==> config.mk <==
export PLATFORM = sky130hd
export DESIGN_NAME = mat_server
export DESIGN_NICKNAME = d
export VERILOG_FILES = /design/src/rtl/mat_server.sv
export SDC_FILE = /design/constraint.sdc
export NUM_CORES = 2
export LEC_CHECK = 0
export BUFFER_PORTS_ARGS = -buffer_cell sky130_fd_sc_hd__buf_4
export CORE_UTILIZATION = 55
export CTS_BUF_LIST = sky130_fd_sc_hd__clkbuf_8
export CTS_CLUSTER_DIAMETER = 50
export DETAILED_ROUTE_END_ITERATION = 7
export GPL_TIMING_DRIVEN = 0
export MAX_ROUTING_LAYER = met4
export PLACE_DENSITY = 0.72
export SLEW_MARGIN = 20
export SYNTH_ARGS = -nofsm -noshare
export SYNTH_HDL_FRONTEND = slang
export SYNTH_SLANG_ARGS = --single-unit
==> constraint.sdc <==
create_clock -name clk -period 5.6 [get_ports clk]
set_input_delay 0.56 -clock clk [delete_from_list [all_inputs] [get_ports clk]]
set_output_delay 0.56 -clock clk [all_outputs]
set_load 0.01 [all_outputs]
==> src/rtl/mat_server.sv <==
// Matrix load/serve buffer: loads N_ELEM words, kicks the engine, serves N_RD reads.
// Optional out-of-range read checking via MAT_SERVER_BOUNDS_CHK_EN.
module mat_server #(
  parameter int N_ELEM = 16,
  parameter int N_RD   = 16
) (
  input  logic        clk,
  input  logic        rst,
  input  logic        wr_en,
  input  logic [15:0] wr_data,
  input  logic        rd,
  input  logic [7:0]  addr,
  output logic        start,
  output logic [15:0] data,
  output logic        data_vld,
  output logic        busy,
  output logic        err
);

  typedef enum logic [1:0] {
    IDLE,
    LOAD,
    KICK,
    SERVE
  } state_e;

  state_e      state_q, state_d;
  logic [7:0]  wr_ptr_q, wr_ptr_d;
  logic [8:0]  rd_cnt_q, rd_cnt_d;
  logic [15:0] data_q, data_d;
  logic        vld_q, vld_d;
  logic        we;
  logic [7:0]  waddr;
  logic        rd_acc;
  logic [15:0] rdata;
  logic [15:0] mem [256];

`ifdef MAT_SERVER_BOUNDS_CHK_EN
  logic oob;
  logic err_q, err_d;

  assign oob   = {1'b0, addr} >= 9'(N_ELEM);
  assign rdata = oob ? 16'h0000 : mem[addr];
  assign err_d = err_q | (rd_acc & oob);
  assign err   = err_q;

  always_ff @(posedge clk) begin
    if (rst) err_q <= 1'b0;
    else     err_q <= err_d;
  end
`else
  assign rdata = mem[addr];
  assign err   = 1'b0;
`endif

  always_comb begin
    state_d  = state_q;
    wr_ptr_d = wr_ptr_q;
    rd_cnt_d = rd_cnt_q;
    data_d   = data_q;
    vld_d    = 1'b0;
    we       = 1'b0;
    waddr    = wr_ptr_q;
    rd_acc   = 1'b0;
    unique case (state_q)
      IDLE: begin
        if (wr_en) begin
          we       = 1'b1;
          waddr    = 8'd0;
          wr_ptr_d = 8'd1;
          state_d  = (N_ELEM == 1) ? KICK : LOAD;
        end
      end
      LOAD: begin
        if (wr_en) begin
          we       = 1'b1;
          wr_ptr_d = wr_ptr_q + 8'd1;
          if (wr_ptr_q == 8'(N_ELEM - 1)) state_d = KICK;
        end
      end
      KICK: begin
        rd_cnt_d = 9'd0;
        state_d  = SERVE;
      end
      SERVE: begin
        if (rd) begin
          rd_acc   = 1'b1;
          vld_d    = 1'b1;
          data_d   = rdata;
          rd_cnt_d = rd_cnt_q + 9'd1;
          // the read that completes the quota is still served
          if (rd_cnt_d == 9'(N_RD)) state_d = IDLE;
        end
      end
      default: state_d = IDLE;
    endcase
  end

  always_ff @(posedge clk) begin
    if (rst) begin
      state_q  <= IDLE;
      wr_ptr_q <= 8'd0;
      rd_cnt_q <= 9'd0;
      data_q   <= 16'h0000;
      vld_q    <= 1'b0;
    end else begin
      state_q  <= state_d;
      wr_ptr_q <= wr_ptr_d;
      rd_cnt_q <= rd_cnt_d;
      data_q   <= data_d;
      vld_q    <= vld_d;
    end
  end

  // storage survives reset
  always_ff @(posedge clk) begin
    if (we && !rst) mem[waddr] <= wr_data;
  end

  assign start    = (state_q == KICK);
  assign busy     = (state_q != IDLE);
  assign data     = data_q;
  assign data_vld = vld_q;

endmodule

After elaboration in Yosys (flattened, before gate mapping)
Memories as Yosys holds them, arrays and structs flattened. A register that Yosys moved wholly into a read port is not among the register bits.
Cells that the tools add are included.
{"block": "totals", "ff_bits": 20, "ramBits": 4096, "out_inout_bits": 20, "elab_cells": 48, "memories": 1}
{"block": "classes", "addsub": 2, "eq_ne": 10, "n_mux": 18, "bitwise_logic": 1, "n_reduce_logical": 12}
{"memory": "mem", "words": 256, "width": 16, "rd": 1, "rd_clocked_by_memory_dff": 1, "wr": 1, "line_no": "36", "rtl": "logic [15:0] mem [256];"}
{"operator": "8-bit 2-to-1 mux", "n": 4}
{"operator": "9-bit case mux with 2 select lines", "n": 1}
{"operator": "8-bit case mux with 2 select lines", "n": 1}
{"operator": "2-bit 2-to-1 mux", "n": 5}
{"operator": "2-bit inequality test, second input constant", "n": 5}
{"operator": "9-bit by 1-bit adder with 9-bit output, second input constant", "n": 1}
{"operator": "9-bit by 5-bit equality test with 1-bit output, second input constant", "n": 1}
{"operator": "9-bit 2-to-1 mux", "n": 1}
{"operator": "8-bit by 1-bit adder with 8-bit output, second input constant", "n": 1}
{"operator": "8-bit by 4-bit equality test with 1-bit output, second input constant", "n": 1}
{"operator": "2-bit case mux with 4 select lines", "n": 1}
{"operator": "2-bit nonzero test", "n": 3}
{"operator": "1-bit 2-to-1 mux", "n": 5}
{"operator": "5-bit AND reduction", "n": 1}
{"operator": "2-bit equality test, second input constant", "n": 2}
{"operator": "2-bit AND reduction", "n": 2}
{"operator": "2-bit OR reduction", "n": 2}
{"operator": "3-bit AND reduction", "n": 1}
{"operator": "2-bit by 1-bit equality test with 1-bit output, second input constant", "n": 1}
{"operator": "2-bit logical NOT", "n": 1}
{"operator": "1-bit logical AND", "n": 1}
{"operator": "1-bit logical NOT", "n": 1}
{"operator": "1-bit NOT", "n": 1}

Depth between registers and ports, before layout
{"block": "logic_depth", "word_depth": 6, "ltp_mapped": 14}

Least setup slack after synthesis
Ideal clock, no wire load.
{"block": "synth_timing", "path_kind": "input to register", "startpoint": "in wr_en", "endpoint": "mem mem[107][0] (enable)", "setup_ns": 0.388, "arrival_ns": 2.728, "required_time_ns": 5.212, "setup_slack_ns": 2.483, "stages": 7, "path_buffers": 2, "path_cell_list": "clkbuf_1 nand2_1 or3_1 nor3b_1 nand3_1 clkbuf_1 nor2_1"}
{"block": "synth_between", "elab_chain_len": 5}
{"item": "start, declared", "line_no": "9", "rtl": "input logic wr_en,"}
{"item": "1-bit 2-to-1 mux", "line_no": "67, 75"}
{"item": "1-bit 2-to-1 mux"}
{"item": "1-bit logical AND", "line_no": "117", "rtl": "if (we && !rst) mem[waddr] <= wr_data;"}
{"item": "1-bit 2-to-1 mux", "line_no": "117"}
{"item": "1-bit 2-to-1 mux (not written as such)", "line_no": "117"}
{"item": "end, declared", "line_no": "36"}
Parallel ways exist; a longest one is shown, timed or not.

==> impl_summary.txt <==
----------------------------------------------------
[Power and ir drop]
  Worst voltage drop across the vdd grid ... 251 µV
  PD cells ... 341 nW/µm²
  Total Power ... 62700 µW
  Leakage power of the design ... 0.0595 µW

[STA]
  Final hold violation count ... 0
  Final worst clock skew ... 0.0991 ns
  Setup repair after global routing missed its margin ... no
  Post-route clock period utilization ... 107%
  Number of slew-limit violations in the final report ... 0
  Transition time at the pin with the least slew margin ... 1.34 ns
  Final Critical Period ... 6.02 ns
  Setup tns final ... -1.01 ns
  FMAX ... 166 MHz
  Worst hold margin ... 0.105 ns
  Post-route setup slack ... -0.420 ns
  Total setup violations reported at the end of the flow ... 4
  Slew HR ... 10.0%

[Synthesis]
  Ranking of synthesized cells by area ... edfxtp_1 (77%), mux4_2 (9.6%), mux2i_1 (3.7%), mux4_1 (0.87%), nor2_1 (0.74%)
  Mapped Nets ... 7693
  Top-count cell post-synth ... edfxtp_1
  Synthesized instance count ... 7657
  Distinct cells, synth ... 83
  Portion of the post-synthesis area used by sequential elements ... 77.2%
  Number of synthesized register bits ... 4132
  Post-Syn Area per Cell ... 20.9 µm²
  Cell area after synthesis ... 160000 µm²
  Synthesis Warnings ... 0
  Post-synthesis async set-or-reset flop share ... 0%
  Ranking of synthesized cells by instance count ... edfxtp_1 (4096), mux4_2 (685), mux2i_1 (594)
  Ys flop type ... edfxtp_1
  Share of Yosys cell area claimed by the top area cell type ... 76.8%
  Synth area leader ... edfxtp_1
  Number of flops mapped to enable cells by yosys ... 4096

[Setup path]
  R2r endpoint ... mem[83][8]
  Highest-delay cell along the critical path ... nand4b_1
  Launch point of the worst reg-to-reg path ... state_q[1]
  Largest driver fanout on the critical path ... 10
  Sequence of cells on the critical path ... buf_4 -> buf_2 -> buf_2 -> buf_4 -> clkbuf_1 -> buf_2 -> nand2_1 -> a21oi_1 -> a2111oi_0 -> nor4_1 -> nand4b_1 -> o211ai_1
  Launching element type of the critical path ... primary input
  CP endpoint kind ... register
  Required time of the critical path ... 6.74 ns
  Highest cell delay on the worst timing path ... 1.13 ns
  Worst-case register-to-register setup slack ... 0.33 ns
  Top delay family on crit path ... buffers and inverters
  Depth of the worst register-to-register path ... 9
  Number of buffers and inverters on the critical path ... 6
  Most frequent cell on the critical path ... buf_2
  CP Data Arrival Time ... 7.16 ns
  Critical path type ... in2reg

[Global routing]
  Global Route met3 Usage ... 21.0%
  Global-route congestion overflow total ... 0
  Global routing usage on met2 ... 59.8%
  Number of antenna violations at the first check in global routing ... 59
  Number of global-route vias before repair ... 88200
  Tot GR Track Use ... 45.3%
  Largest net degree at the start of global routing ... 129
  Most used routing layer in global routing ... met2
  First-pass GRT wire length ... 825000 µm
  GRT met1 Usage ... 53.5%

[Clock network]
  Sink Count ... 4132
  Clock Tree Root ... clkbuf_8
  Latest clock arrival within the worst-skew pair ... 1.29 ns
  CTS tree ... built
  CTS max path bufs ... 4
  Clock buffer count from CTS ... 647
  H-tree depth ... 6
  Clock-pin transition on the worst setup and hold timing paths ... 0.07 ns

[Drt]
  Average via count per standard cell ... 7.30
  Antenna-violating nets left ... 0
  Detailed Routing Iterations Pass 1 ... 6
  Routed Wire Length ... 644000 µm
  DRC errors left ... 0
  Via count ... 95100
  Initial DRC Count ... 20300
  Average wire per standard cell ... 49.4 µm

[Min path]
  Worst Hold Depth ... 4
  Type of the worst min-delay path ... in2reg
  Startpoint of the tightest hold check path ... addr[7]
  Terminating pin of the worst hold path ... data[1]

[Placement]
  Weighted congestion reported at the end of routability-driven placement ... 1.07
  Number of I/O port buffers ... 44
  Post-detail-place hpwl ... 439000 µm
  Placed Cells ... 11800
  Post-placement worst setup slack ... -0.948 ns

[Finish]
  Layout Nets ... 8620
  Fill cell instance count of the final layout ... 19300
  Non-filler instance count after layout ... 13000
  Fraction of final layout cells with drive strength greater than 1 ... 27.0%
  Area grow syn2layout ... 14.8%

[Floorplanning]
  Die area ... 293000 µm²
  Die height ... 542 µm
  Core region area ... 289000 µm²
  Count of pins on the block boundary ... 48
  Starting density of the core ... 55.5%
  Die W ... 542 µm
  Row cnt ... 197

[Flow run]
  Count of max-cap constraint violations ... 0

[Status]
  Failing checks ... negative setup slack
  Result of the run ... finished with violations

----------------------------------------------------
==> layer usage <==
metal  routed length (µm)  part of all wire (%)
met1               202000                    31
met5                    0                     0
met2               263000                    41
met4                63600                   9.9
met3               116000                    18
==> worst max-delay path by stage <==
stage	start	end	slack [ns]	cells past startpoint
finish	addr[4]	data[9]	-0.42	12
CTS	addr[4]	data[11]	0.36	13
global route	addr[4]	data[11]	0.12	13
floorplan	wr_en	mem[107][0]	2.48	7
global placement	addr[5]	data[2]	-2.44	9
detailed placement	addr[4]	data[9]	-0.95	12
==> report_power, final <==
part	leakage, µW	switching (µW)	internal (µW)	total [µW]
Clock	0.00681	12600	11500	24100
Combinational	0.0156	3350	1160	4510
Sequential	0.0371	36.8	34000	34100
==> cell families (layout without fill, tap and decap cells) <==
kind of cell,Yosys count,count (layout),synth area share (%)
and+or+nand+nor,766,766,2.14
adders and majority gates,8,8,0.0625
buffers and inverters,473,1896,2.15
other,1,73,0.00234
xor gates and xnor gates,6,6,0.0328
muxes,1364,1364,14.4
DFF,4132,4132,77.2
AOI/OAI and AO/OA,907,907,3.96
==> metrics by stage <==
step / utilization (%) / instance area (µm²)
floorplan: - / 160000
global placement: 57.3 / 165000
detailed placement: 59.4 / 172000
CTS: 63.6 / 184000
global route: 63.6 / 184000
finish: 63.7 / 184000
==> layout make-up <==
| type | instances | area, µm² | area share, % |
|---|---|---|---|
| Clock buffer | 658 | 9060 | 4.92 |
| Buffer | 457 | 3490 | 1.90 |
| Sequential cell | 4132 | 124000 | 67.3 |
| Inverter | 16 | 60.1 | 0.0327 |
| Timing Repair Buffer | 278 | 4980 | 2.71 |
| Multi-Input combinational cell | 3052 | 34800 | 18.9 |
| Tap cell | 3880 | 4850 | 2.64 |
| Antenna cell | 72 | 180 | 0.0980 |
| Clock inverter | 487 | 2750 | 1.49 |
==> worst register-to-register path, stage by stage, from the launching register on <==
cell and delay (ns):
dfxtp_1 0.34, inv_1 0.12, ha_1 0.40, clkbuf_1 0.41
a21oi_1 0.12, nor3b_1 0.50, nand4_1 1.04, clkbuf_2 0.88
nor2_2 0.85, buf_8 0.24
==> cells in the final DEF, fill, tap and decap left out, drive strengths merged, types with 8 or more instances in the layout <==
master	instances
and2	14
edfxtp	4096
clkinv	214
clkbuf	814
nand3	52
o211ai	16
o221ai	134
and3	10
clkinvlp	11
a221oi	34
diode	72
dfxtp	36
a2111oi	54
nor4	12
nand4	25
dlygate4sd3	18
inv	269
mux4	738
a211o	11
or3	9
o22ai	174
nor3b	8
nand2	217
o21ai	105
buf	559
a22oi	84
nor2	318
bufinv	9
o31ai	9
nor3	44
mux2i	594
nor2b	13
a31oi	15
a22o	16
ha	8
mux2	32
a21oi	154
a211oi	73
==> sequential cells by signal (all words and copies together), names as in the netlist <==
name      flops
mem        4096
data         16
rd_cnt_q      9
wr_ptr_q      8
state_q       2
data_vld      1
==> what timing repair did <==
item / 4_1_cts / 5_1_grt
hold buffers: 18 / 0
endpoints found under the hold margin: 1014 / 0
setup buffers: 0 / 0
endpoints found under the setup margin: 0 / 1
resized for setup: 0 / 0
(Power assumes the default switching activity.)
